===== src/rtl/muldiv_hilo_unit_if.sv =====
// Request/response bundle between the instruction controller and the HI/LO multiply/divide unit.
// The slave side is the arithmetic unit; the master side drives the operation requests.
interface muldiv_hilo_unit_if #(
   parameter int WIDTH = 32
);
   logic             i_start;
   logic [3:0]       i_op;
   logic [WIDTH-1:0] i_a;
   logic [WIDTH-1:0] i_b;
   logic             i_lo_or_hi;
   logic             o_busy;
   logic             o_done;
   logic [WIDTH-1:0] o_hi;
   logic [WIDTH-1:0] o_lo;
   logic [WIDTH-1:0] o_mf_data;

   modport slave (
      input  i_start, i_op, i_a, i_b, i_lo_or_hi,
      output o_busy, o_done, o_hi, o_lo, o_mf_data
   );

   modport master (
      output i_start, i_op, i_a, i_b, i_lo_or_hi,
      input  o_busy, o_done, o_hi, o_lo, o_mf_data
   );
endinterface


===== src/rtl/muldiv_hilo_unit.sv =====
// Multi-cycle signed multiply/divide unit owning HI/LO: magnitude shift-add / restoring
// division over WIDTH cycles, then a single sign-fix cycle that writes HI/LO.
module muldiv_hilo_unit #(
   parameter int WIDTH = 32,
   parameter int CNT_W = 6
) (
   input  logic              clk,
   input  logic              rst,
   muldiv_hilo_unit_if.slave bus
);
   typedef enum logic [1:0] {IDLE, CALC, FIX, DONE} state_t;

   localparam logic [3:0]       OP_MULT  = 4'b0001;
   localparam logic [3:0]       OP_DIV   = 4'b0011;
   localparam logic [CNT_W-1:0] CNT_LAST = CNT_W'(WIDTH - 1);

   state_t             r_state;
   logic [WIDTH-1:0]   r_absA;
   logic [WIDTH-1:0]   r_absB;
   logic [WIDTH-1:0]   r_quo;
   logic [WIDTH-1:0]   r_rem;
   logic [WIDTH-1:0]   r_hi;
   logic [WIDTH-1:0]   r_lo;
   logic [2*WIDTH-1:0] r_prod;
   logic [CNT_W-1:0]   r_cnt;
   logic               r_signA;
   logic               r_signB;
   logic               r_isDiv;
   logic               r_busy;
   logic               r_done;

   logic [WIDTH-1:0]   w_absA;
   logic [WIDTH-1:0]   w_absB;
   logic               w_opValid;
   logic [WIDTH:0]     w_multSum;
   logic [WIDTH:0]     w_divShift;
   logic               w_divGe;
   logic [WIDTH-1:0]   w_divDiff;
   logic [2*WIDTH-1:0] w_prodFix;
   logic [WIDTH-1:0]   w_quoFix;
   logic [WIDTH-1:0]   w_remFix;

   // The most-negative operand has a magnitude that still fits as an unsigned WIDTH-bit value.
   assign w_absA    = bus.i_a[WIDTH-1] ? (-bus.i_a) : bus.i_a;
   assign w_absB    = bus.i_b[WIDTH-1] ? (-bus.i_b) : bus.i_b;
   assign w_opValid = (bus.i_op == OP_MULT) || (bus.i_op == OP_DIV);

   assign w_multSum  = {1'b0, r_prod[2*WIDTH-1:WIDTH]} + {1'b0, (r_prod[0] ? r_absA : '0)};
   assign w_divShift = {r_rem, r_quo[WIDTH-1]};
   assign w_divGe    = w_divShift >= {1'b0, r_absB};
   assign w_divDiff  = w_divShift[WIDTH-1:0] - r_absB;

   // A zero divisor keeps the all-ones quotient regardless of the dividend sign.
   assign w_prodFix = (r_signA ^ r_signB) ? (-r_prod) : r_prod;
   assign w_quoFix  = ((r_signA ^ r_signB) && (r_absB != '0)) ? (-r_quo) : r_quo;
   assign w_remFix  = r_signA ? (-r_rem) : r_rem;

   always_ff @(posedge clk) begin
      if (rst) begin
         r_state <= IDLE;
         r_absA  <= '0;
         r_absB  <= '0;
         r_quo   <= '0;
         r_rem   <= '0;
         r_hi    <= '0;
         r_lo    <= '0;
         r_prod  <= '0;
         r_cnt   <= '0;
         r_signA <= 1'b0;
         r_signB <= 1'b0;
         r_isDiv <= 1'b0;
         r_busy  <= 1'b0;
         r_done  <= 1'b0;
      end else begin
         case (r_state)
            IDLE: begin
               r_done <= 1'b0;
               if (bus.i_start && w_opValid) begin
                  r_absA  <= w_absA;
                  r_absB  <= w_absB;
                  r_signA <= bus.i_a[WIDTH-1];
                  r_signB <= bus.i_b[WIDTH-1];
                  r_isDiv <= (bus.i_op == OP_DIV);
                  r_prod  <= {{WIDTH{1'b0}}, w_absB};
                  r_quo   <= w_absA;
                  r_rem   <= '0;
                  r_cnt   <= '0;
                  r_busy  <= 1'b1;
                  r_state <= CALC;
               end
            end
            CALC: begin
               // Multiplier bits leave r_prod from the bottom as the partial product enters the top.
               if (r_isDiv) begin
                  r_rem <= w_divGe ? w_divDiff : w_divShift[WIDTH-1:0];
                  r_quo <= {r_quo[WIDTH-2:0], w_divGe};
               end else begin
                  r_prod <= {w_multSum, r_prod[WIDTH-1:1]};
               end
               r_cnt <= r_cnt + 1'b1;
               if (r_cnt == CNT_LAST) begin
                  r_state <= FIX;
               end
            end
            FIX: begin
               if (r_isDiv) begin
                  r_hi <= w_remFix;
                  r_lo <= w_quoFix;
               end else begin
                  r_hi <= w_prodFix[2*WIDTH-1:WIDTH];
                  r_lo <= w_prodFix[WIDTH-1:0];
               end
               r_busy  <= 1'b0;
               r_done  <= 1'b1;
               r_state <= DONE;
            end
            DONE: begin
               r_done  <= 1'b0;
               r_state <= IDLE;
            end
            default: begin
               r_state <= IDLE;
            end
         endcase
      end
   end

   assign bus.o_busy    = r_busy;
   assign bus.o_done    = r_done;
   assign bus.o_hi      = r_hi;
   assign bus.o_lo      = r_lo;
   assign bus.o_mf_data = bus.i_lo_or_hi ? r_hi : r_lo;
endmodule


===== src/flat_wrapper.sv =====
// flat-port wrapper written by rule: the top's interface ports become plain ports
module muldiv_hilo_unit_flat 
#(
   parameter int WIDTH = 32,
   parameter int CNT_W = 6
)
  (clk, rst, bus_i_start, bus_i_op, bus_i_a, bus_i_b, bus_i_lo_or_hi, bus_o_busy, bus_o_done, bus_o_hi, bus_o_lo, bus_o_mf_data);
  muldiv_hilo_unit_if #(.WIDTH(WIDTH)) bus_i ();
  input  logic clk;
  input  logic rst;
  input wire logic [$bits(bus_i.i_start)-1:0] bus_i_start;
  input wire logic [$bits(bus_i.i_op)-1:0] bus_i_op;
  input wire logic [$bits(bus_i.i_a)-1:0] bus_i_a;
  input wire logic [$bits(bus_i.i_b)-1:0] bus_i_b;
  input wire logic [$bits(bus_i.i_lo_or_hi)-1:0] bus_i_lo_or_hi;
  output wire logic [$bits(bus_i.o_busy)-1:0] bus_o_busy;
  output wire logic [$bits(bus_i.o_done)-1:0] bus_o_done;
  output wire logic [$bits(bus_i.o_hi)-1:0] bus_o_hi;
  output wire logic [$bits(bus_i.o_lo)-1:0] bus_o_lo;
  output wire logic [$bits(bus_i.o_mf_data)-1:0] bus_o_mf_data;
  assign bus_i.i_start = bus_i_start;
  assign bus_i.i_op = bus_i_op;
  assign bus_i.i_a = bus_i_a;
  assign bus_i.i_b = bus_i_b;
  assign bus_i.i_lo_or_hi = bus_i_lo_or_hi;
  assign bus_o_busy = bus_i.o_busy;
  assign bus_o_done = bus_i.o_done;
  assign bus_o_hi = bus_i.o_hi;
  assign bus_o_lo = bus_i.o_lo;
  assign bus_o_mf_data = bus_i.o_mf_data;
  muldiv_hilo_unit #(.WIDTH(WIDTH), .CNT_W(CNT_W)) u_core (.clk(clk), .rst(rst), .bus(bus_i));
endmodule

===== config.mk =====
export PLATFORM = sky130hd
export DESIGN_NAME = muldiv_hilo_unit_flat
export DESIGN_NICKNAME = d
export VERILOG_FILES = /design/src/rtl/muldiv_hilo_unit_if.sv /design/src/rtl/muldiv_hilo_unit.sv /design/src/flat_wrapper.sv
export SDC_FILE = /design/constraint.sdc
export NUM_CORES = 1
export LEC_CHECK = 0
export ABC_CLOCK_PERIOD_IN_PS = 4300
export CAP_MARGIN = 5
export CELL_PAD_IN_SITES_DETAIL_PLACEMENT = 1
export CELL_PAD_IN_SITES_GLOBAL_PLACEMENT = 2
export CORE_MARGIN = 5
export CORE_UTILIZATION = 34
export DETAILED_ROUTE_END_ITERATION = 7
export GPL_TIMING_DRIVEN = 0
export PLACE_DENSITY = 0.92
export SETUP_SLACK_MARGIN = 0.2
export SYNTH_ARGS = -nofsm -noshare
export SYNTH_HDL_FRONTEND = slang
export SYNTH_SLANG_ARGS = --single-unit

===== constraint.sdc =====
create_clock -name clk -period 4.3 [get_ports clk]
set_clock_uncertainty 0.2 [all_clocks]
set_input_delay 0.86 -clock clk [delete_from_list [all_inputs] [get_ports clk]]
set_output_delay 0.86 -clock clk [all_outputs]
set_load 0.01 [all_outputs]

# Word level (Yosys, flattened, before mapping)
# Index checks and enable logic that the tools add are counted.
# totals
out_inout_bits	98
wordCells	76
ff_bits	269
in_bits	72
# op_classes
n_lt_le_gt_ge	1
add_sub_neg	8
reduce_logical	15
n_mux	27
bitwise_logic	1
eq_ne	10
# op_table
op	n
$mux 32	13
$mux 64	3
$neg 32->32	4
$pmux 32 s2	2
$pmux 64 s2	1
$neg 64->64	1
$add 32x32->33	1
$ge 33x32->1	1
$reduce_bool 32->1	1
$sub 32x32->32	1
$pmux 6 s2	1
$pmux 2 s4	1
$reduce_and 2->1	4
$add 6x1->6 const B	1
$eq 6x5->1 const B	1
$mux 6	1
$ne 2x1->1 const B	3
$reduce_and 3->1	2
$reduce_bool 2->1	3
$eq 2x2->1 const B	2
$eq 4x1->1 const B	1
$eq 4x2->1 const B	1
$mux 2	2
$pmux 1 s2	2
other kinds (8)	9

# Depth between registers and ports, before layout
# Gate-level depths: netlist of the first run.
# logic_depth
ltp_word	5
ltp_mapped	15
mapped_depth_nobuf	14

# Worst setup path after synthesis of the first run
# OpenSTA, ideal clock, no wires.
# synth_timing
path_type	input port to flip-flop
start	input bus_i_b[20]
end	register u_core.r_prod[30]
t_required_ns	3.969
setup_slack_ns	0.615
n_path_buf	0
setup_time_ns	0.131
path_stages	9
arrival_time_ns	3.354
cell_sequence	or4_1 or4_1 or3_1 or4_1 o31ai_1 xor2_1 nor2_1 a211oi_1 nor3_1
# synth_between
elab_chain_len	4
# synth_lines
element	line_no	text
start: declaration	flat_wrapper.sv:14	input wire logic [$bits(bus_i.i_b)-1:0] bus_i_b;
$neg 32->32	muldiv_hilo_unit.sv:45	assign w_absB = bus.i_b[WIDTH-1] ? (-bus.i_b) : bus.i_b;
$mux 32	muldiv_hilo_unit.sv:45	
$mux 64	muldiv_hilo_unit.sv:78	if (bus.i_start && w_opValid) begin
$pmux 64 s2	muldiv_hilo_unit.sv:75	case (r_state)
end signal: assignment	muldiv_hilo_unit.sv:84	r_prod <= {{WIDTH{1'b0}}, w_absB};
end signal: assignment	muldiv_hilo_unit.sv:98	r_prod <= {w_multSum, r_prod[WIDTH-1:1]};
end: declaration	muldiv_hilo_unit.sv:24	logic [2*WIDTH-1:0] r_prod;
# Every way passes these cells. The select of a mux whose other input is x is not followed.
# A chain may end at the register's enable or synchronous reset.

# Worst setup path in the final report of the first run
# layout_timing
start	register u_core.r_prod[2]
end	register u_core.r_hi[30] (netlist: u_core.bus.o_hi[30])
# layout_between
elab_chain_len	3
# layout_lines
element	line_no	text
$neg 64->64	muldiv_hilo_unit.sv:54	assign w_prodFix = (r_signA ^ r_signB) ? (-r_prod) : r_prod;
$mux 64	muldiv_hilo_unit.sv:54	
$mux 32	muldiv_hilo_unit.sv:106	if (r_isDiv) begin
end signal: assignment	muldiv_hilo_unit.sv:107	r_hi <= w_remFix;
end signal: assignment	muldiv_hilo_unit.sv:110	r_hi <= w_prodFix[2*WIDTH-1:WIDTH];
end: declaration	muldiv_hilo_unit.sv:22	logic [WIDTH-1:0] r_hi;
# Every way passes these cells.

==> results of run 1 <==
[cells in the mapped netlist, drive strengths merged, types with 52 or more instances]
| library cell | instances |
|---|---|
| clkbuf | 131 |
| mux2i | 52 |
| xor2 | 127 |
| o21ai | 220 |
| xnor2 | 109 |
| a211oi | 79 |
| a21oi | 175 |
| dfxtp | 269 |
| nand2 | 352 |
| nor2 | 259 |
| ha | 74 |
| inv | 74 |
[power by group through the flow]
stage / Combinational (uW) / Sequential (uW) / Clock [uW]
2_1_floorplan: 2110 / 2850 / 0
3_3_place_gp: 3170 / 2930 / 0
3_5_place_dp: 3250 / 2940 / 0
4_1_cts: 3330 / 2890 / 3210
5_1_grt: 3680 / 2910 / 3300
6_report: 3450 / 2900 / 3180
[cell type report]
cell class	instances	area, um^2	area share, %
sequential	269	5390	24.1
buffer	150	609	2.73
clock buffer	44	982	4.39
clock inverter	19	243	1.09
multi-input combinational	1954	12300	54.9
tap	696	871	3.90
inverter	74	278	1.24
timing repair buffer	172	1710	7.66
[cell families (layout without fill, tap and decap cells)]
logic type | count (synthesis) | after routing | synth area share [%]
XOR/XNOR | 236 | 236 | 11.2
adder cells (fa/ha/maj) | 76 | 76 | 5.24
AO/OA/AOI/OAI | 694 | 694 | 23.4
flip-flops | 269 | 269 | 29.2
AND/OR/NAND/NOR | 863 | 863 | 21.3
multiplexers | 85 | 85 | 4.84
buffers and inverters | 224 | 459 | 4.78
[metal layers]
layer	part of all wire (%)	global-route usage, %
met5	0	0
met4	3.8	9.11
met3	7.4	5.63
met2	46	43.5
met1	43	34.1
[per-stage QoR]
step	hold slack (ns)	std cells
2_1_floorplan	0.232	2447
3_3_place_gp	0.249	3311
3_5_place_dp	0.262	3311
4_1_cts	0.271	3376
5_1_grt	0.297	3378
6_report	0.270	3378
[flip-flops by register name, indices dropped and copies added (netlist names), 2 cells and up]
register / cells
u_core.r_absA: 32
u_core.r_absB: 32
u_core.bus.o_lo: 32
u_core.bus.o_hi: 32
u_core.r_cnt: 6
u_core.r_quo: 32
u_core.r_state: 2
u_core.r_rem: 32
u_core.r_prod: 64
[repair_timing]
item / CTS / global route
pin swaps: 1 / 5
setup buffers: 2 / 2
hold buffers: 0 / 0
setup endpoints to repair: 50 / 58
gates resized for setup: 8 / 23
[path summary, 6_finish.rpt]
check | slack, ns | startpoint | cells past startpoint | endpoint
setup / recovery | 0.31 | u_core.r_prod[2] | 10 | u_core.bus.o_hi[30]
hold reg to reg | 0.27 | u_core.bus.o_hi[0] | 2 | u_core.bus.o_hi[0]
hold / removal | 0.27 | u_core.bus.o_hi[0] | 2 | u_core.bus.o_hi[0]
setup reg to reg | 0.31 | u_core.r_prod[2] | 10 | u_core.bus.o_hi[30]
[worst register-to-register path: stages (launching register included)]
cell      delay (ns)
dfxtp_1         0.38
or4_1           0.66
nor3_2          0.30
nand4_1         0.35
or3_1           0.53
nor4_2          0.38
and2b_1         0.30
a31oi_1         0.14
xnor2_1         0.19
a222oi_1        0.37
nor2_1          0.07
==> flow_summary_export.csv, run 1 <==
group,metric,value,unit
logic_synthesis,syn-num-nets,2595,
worst_setup_path,cp-start-kind,"flip-flop",
logic_synthesis,synth-async-reset-ratio,0,%
routing,wl,81900,um
global_route,grt_pass1_vias,19986,
logic_synthesis,synth.top_cell.area_share,29.2,%
power,combPwrFrac,36.2,%
floorplan,dieArea,59000,um^2
placed_design,post-place-ws,-0.592,ns
worst_setup_path,cp_cell_sequence,"or4_1 -> nor3_2 -> nand4_1 -> or3_1 -> nor4_2 -> and2b_1 -> a31oi_1 -> xnor2_1 -> a222oi_1 -> nor2_1",
worst_setup_path,cp_max_fo,7,
finish,nFillCells,6637,
finish,layout-drive-gt1-share,5.63,%
logic_synthesis,synth_edf_count,0,
logic_synthesis,synth_area,18400,um^2
routing,vias_per_cell,5.81,
worst_setup_path,cp-end-kind,"flip-flop",
finish,diodes,0,
worst_setup_path,critPathBufInv,0,
global_route,grtUsageTotal,26.3,%
worst_setup_path,required,4.52,ns
finish,final_common_cell,"nand2_1",
logic_synthesis,syn_area_per_cell,7.53,um^2
worst_setup_path,path_class,"reg2reg",
cts,cts_buffer_depth,3,
floorplan,start_util,34.2,%
routing,wl_per_cell,24.3,um
sta,tns,0,ns
floorplan,core_area,53800,um^2
routing,ant_nets,0,
floorplan,io_pins,170,
finish,utilization,41.5,%
cts,numClockSinks,269,
placed_design,place_area,21000,um^2
logic_synthesis,yosys.area.top_type,"dfxtp_1",
finish,final_area,22400,um^2
sta,post-route-period-util,92.7,%
finish,final_cell_mix,"nand2_1 (351), dfxtp_1 (267), nor2_1 (259), o21ai_0 (216), a21oi_1 (174)",
worst_setup_path,crit_arrival,4.20,ns
cts,clk_latency,0.56,ns
sta,rsz0062_at_grt,"no",
sta,fmax,251,MHz
placed_design,gp_congestion,1.03,
sta,drv_slew,0,
power,power.switching,3740,uW
finish,final_net_count,2804,
sta,worstMarginPinSlew,1.17,ns
worst_setup_path,crit_family,"simple AND/OR/NAND/NOR gates",
logic_synthesis,syn_inst,2447,
routing,drc_errors,0,
global_route,antenna_found_initial,0,
floorplan,die_w,243,um
power,clkPwrFrac,33.4,%
sta,fin_ws,0.313,ns
global_route,grt_start_max_net_pins,14,
global_route,grt_first_pass_wirelength,122000,um
outcome,status,"complete, no violations",
routing,route.vias.total,19641,
power,internal_power,5790,uW
sta,setup_violations,0,
power,powerDensity,426,nW/um^2
power,p_total,9530,uW
cts,path_clk_slew,0.06,ns
worst_setup_path,cp_slowest_stage_delay,0.66,ns
logic_synthesis,yosys_warnings,0,
floorplan,die_height,243,um
power,ir_drop,0.226,mV
worst_hold_path,hold_path_class,"reg2reg",
cts,cts_made_buffers,35,
cts,htree_levels,2,
worst_setup_path,crit_slowest_cell,"or4_1",
logic_synthesis,ys_ff_latch,269,
sta,post-route-min-period,3.99,ns
sta,slew_headroom,21.2,%
logic_synthesis,ys.flop_type,"dfxtp_1",
placed_design,io_buffers,168,
logic_synthesis,ys_top_cells_by_area,"dfxtp_1 (29%), nand2_1 (7.1%), xor2_1 (6.0%)",
logic_synthesis,synth.distinct_cells,76,
routing,drtIter0Drc,1639,
global_route,grt_overflow_total,0,
power,swShare,39.2,%
sta,hold_violations,0,
routing,first_pass_iters,5,
power,cellLeakagePower,0.00846,uW
cts,cts_tree,"built",
flow_run,cap_viol_max_count,0,
logic_synthesis,yosysSeqAreaShare,29.2,%
placed_design,hpwlAfterDp,65200,um
cts,cts_root_buf,"clkbuf_16",
finish,area_growth,21.3,%
floorplan,row_count,85,
power,power_frac_seq,30.4,%
(Power assumes the default switching activity.)
==> run 2, diff against run 1 <==
--- a/config.mk
+++ b/config.mk
@@ -5,15 +5,16 @@
 export SDC_FILE = /design/constraint.sdc
 export NUM_CORES = 1
 export LEC_CHECK = 0
+export ABC_AREA = 1
 export ABC_CLOCK_PERIOD_IN_PS = 4300
-export CAP_MARGIN = 5
+export CAP_MARGIN = 20
 export CELL_PAD_IN_SITES_DETAIL_PLACEMENT = 1
 export CELL_PAD_IN_SITES_GLOBAL_PLACEMENT = 2
-export CORE_MARGIN = 5
-export CORE_UTILIZATION = 34
+export CORE_MARGIN = 10
+export CORE_UTILIZATION = 32
 export DETAILED_ROUTE_END_ITERATION = 7
 export GPL_TIMING_DRIVEN = 0
-export PLACE_DENSITY = 0.92
+export PLACE_DENSITY = 0.93
 export SETUP_SLACK_MARGIN = 0.2
 export SYNTH_ARGS = -nofsm -noshare
 export SYNTH_HDL_FRONTEND = slang
==> run 2 against run 1 <==
Die area increased by 36%. Utilization shrank 3.2 points. Combinational power rose by 120%. Via count increased by 39%. Non-clock buffer count is 2 lower. Global-route usage grew 1.2 points. Count of clock-buffer cells in the layout increased by 4. Register-to-register slack better by 0.29 ns. Power grew 51%. Cell count grew 46%. Wire length increased by 41%. Sequential share of layout area fell by 3.7 points. Critical path type unchanged. Highest routed layer is now met5.
==> flow_summary_export.csv, run 2 <==
group,metric,value,unit
finish,final_net_count,4138,
finish,final_common_cell,"nand2_1",
worst_hold_path,min_to,"u_core.r_prod[25]",
worst_setup_path,rr_endpoint,"u_core.r_prod[61]",
worst_setup_path,crit_arrival,3.91,ns
sta,rsz0062_at_grt,"no",
power,internal_power,7340,uW
cts,cts_resized,0,
cts,cts_tree,"built",
cts,post_cts_buffers,0,
cts,cts_root_buf,"clkbuf_16",
power,power.switching,7050,uW
worst_hold_path,hold_path_class,"reg2reg",
logic_synthesis,synth.most_common_cell,"nand2_1",
worst_setup_path,r2r_cells,15,
floorplan,die_height,283,um
logic_synthesis,synth_compound_area_share,18.8,%
routing,ant_nets,0,
floorplan,start_util,32.3,%
logic_synthesis,yosys.area.top_type,"dfxtp_1",
routing,first_pass_iters,6,
placed_design,place_area,25000,um^2
power,combPwrFrac,52.2,%
logic_synthesis,ys_top_cells_by_area,"dfxtp_1 (24%), nand2_1 (17%), a21oi_1 (8.7%)",
cts,ctsHoldBuffers,0,
logic_synthesis,synth.top_cell.area_share,24.2,%
worst_setup_path,crit_slowest_cell,"fa_1",
power,clkPwrFrac,23.8,%
sta,holdWs,0.296,ns
worst_setup_path,crit_path_frequent_cell,"nand2_1",
worst_hold_path,min-delay-start,"u_core.r_prod[25]",
global_route,grt_first_pass_wirelength,171000,um
routing,drc_errors,0,
logic_synthesis,yosysSeqAreaShare,24.2,%
global_route,grt_overflow_total,0,
logic_synthesis,synth_common_cells,"nand2_1 (993), inv_1 (465), nor2_1 (388), a21oi_1 (387), nand3_1 (361)",
placed_design,gp_congestion,1.01,
finish,diodes,0,
power,p_total,14400,uW
logic_synthesis,syn_area_per_cell,5.87,um^2
sta,worstMarginPinSlew,1.10,ns
flow_run,cap_viol_max_count,0,
worst_setup_path,critPathBufInv,4,
global_route,antenna_found_initial,2,
sta,post-route-min-period,3.69,ns
worst_setup_path,r2r_start,"u_core.r_prod[0]",
floorplan,row_count,96,
cts,cts_buffer_depth,3,
power,swShare,49.0,%
finish,layout-drive-gt1-share,5.18,%
power,ir_drop,0.254,mV
cts,htree_levels,2,
sta,hold_violations,0,
global_route,grt_start_max_net_pins,12,
sta,slew_headroom,26.6,%
logic_synthesis,synth_area,22200,um^2
sta,fmax,271,MHz
global_route,grtUsageTotal,27.5,%
sta,drv_slew,0,
routing,wl_per_cell,23.3,um
worst_setup_path,cp_cell_sequence,"buf_2 -> clkbuf_1 -> nand2_1 -> inv_1 -> ha_1 -> inv_1 -> fa_1 -> nor3_1 -> nor2_1 -> o21ai_0 -> nand2_1 -> nand2_1 -> nand2_1 -> nand3_1 -> a21oi_1",
finish,final_cell_mix,"nand2_1 (993), inv_1 (465), nor2_1 (388), a21oi_1 (387), nand3_1 (361)",
worst_setup_path,required,4.51,ns
finish,largest_reg_flops,64,
logic_synthesis,syn-num-nets,3933,
routing,vias_per_cell,5.52,
logic_synthesis,syn_inst,3785,
floorplan,io_pins,170,
floorplan,dieArea,80300,um^2
worst_setup_path,cp_max_fo,10,
floorplan,core_area,68700,um^2
placed_design,hpwlAfterDp,95300,um
logic_synthesis,ys_ff_latch,269,
worst_setup_path,cp-start-kind,"flip-flop",
cts,clk_latency,0.59,ns
logic_synthesis,synth_xor_area_share,3.08,%
power,cellLeakagePower,0.0127,uW
finish,largest_register,"u_core.r_prod",
worst_setup_path,cp-end-kind,"flip-flop",
global_route,grt_pass1_vias,26836,
worst_setup_path,r2r_setup_slack,0.61,ns
outcome,status,"complete, no violations",
finish,area_growth,18.6,%
routing,drtIter0Drc,2375,
logic_synthesis,synth.distinct_cells,47,
sta,post-route-period-util,85.9,%
logic_synthesis,synthMuxAreaShare,1.57,%
worst_setup_path,cp_slowest_stage_delay,0.49,ns
logic_synthesis,synth_fa_ha_area_share,4.35,%
cts,cts_made_buffers,37,
placed_design,io_buffers,166,
worst_hold_path,hold_depth,2,
logic_synthesis,yosys_warnings,0,
finish,final_area,26300,um^2
routing,route.vias.total,27305,
cts,path_clk_slew,0.06,ns
logic_synthesis,synth_top_family_by_area,"simple AND/OR/NAND/NOR gates",
worst_setup_path,crit_family,"simple AND/OR/NAND/NOR gates",
sta,setup_violations,0,
power,power_frac_seq,24.1,%
routing,wl,115000,um
cts,numClockSinks,269,
power,powerDensity,546,nW/um^2
worst_setup_path,path_class,"reg2reg",
logic_synthesis,synthSimpleGateAreaFrac,36.8,%
logic_synthesis,synth-async-reset-ratio,0,%
sta,tns,0,ns
logic_synthesis,synth_edf_count,0,
logic_synthesis,ys.flop_type,"dfxtp_1",
floorplan,die_w,283,um
==> run 2: cell types whose count changed after synthesis, sizes merged, moves of 82 or more <==
cell and delta:
nand2 +650, inv +400, nand3 +347, a21oi +214, nor2 +145, o21ai +82
==> run 2: worst reg2reg max path, delay by kind of cell (launching register included) <==
kind                     cells  cell delay [ns]
flip-flops                   1             0.30
adder cells (fa/ha/maj)      2             0.71
buffers and inverters        4             0.85
AO/OA/AOI/OAI                2             0.53
AND/OR/NAND/NOR              7             0.93
==> run 2: area by class of cell <==
cell class / instances / area [um^2]
clock inverters: 16 / 267
well taps: 931 / 1160
fillers: 9330 / 42400
plain buffers: 154 / 701
multi-input cells: 2888 / 14300
repair buffers: 166 / 1660
inverters: 474 / 1780
flip-flops and latches: 269 / 5390
clock buffers: 48 / 1040
==> run 2: power groups by stage <==
stage	logic [uW]	clock network, uW	registers, uW
floorplan	4430	0	3290
global placement	7220	0	3470
detailed placement	7300	0	3480
CTS	7350	3440	3430
global route	8140	3540	3480
finish	7510	3420	3460
==> run 2: how the worst max path moves through the flow <==
stage | startpoint | to | slack (ns) | depth (start not counted)
finish | u_core.r_prod[0] | u_core.r_prod[61] | 0.61 | 15
global route | u_core.r_prod[0] | u_core.r_prod[53] | 0.39 | 14
CTS | bus_i_lo_or_hi | bus_o_mf_data[17] | 0.63 | 4
detailed placement | rst | u_core.bus.o_lo[27] | 0.27 | 6
global placement | rst | u_core.bus.o_lo[27] | 0.24 | 6
floorplan | bus_i_lo_or_hi | bus_o_mf_data[10] | 1.43 | 3
==> run 2: cells by family (layout without fill, tap and decap cells) <==
kind of cell             count (synthesis)  after routing
XOR/XNOR                                76             76
flip-flops                             269            269
AO/OA/AOI/OAI                          782            782
adder cells (fa/ha/maj)                 76             76
multiplexers                            31             31
AND/OR/NAND/NOR                       1923           1923
buffers and inverters                  628            858
==> run 2: per-stage QoR <==
stage	utilization, %	std cells	setup slack, ns
global route	38.3	4946	0.389
floorplan	-	3785	1.43
CTS	38.3	4946	0.626
finish	38.3	4946	0.606
global placement	36.4	4882	0.235
detailed placement	36.4	4882	0.269
==> run 2: per-layer routing <==
layer | vias up | GRT usage [%] | wire length, um | share of wire (%)
li1 | 12805 | - | - | -
met1 | 13186 | 37.4 | 52000 | 45
met2 | 1084 | 41.4 | 48200 | 42
met3 | 226 | 5.13 | 9540 | 8.3
met4 | 4 | 12.6 | 5470 | 4.7
met5 | - | 0 | 43 | 0.037
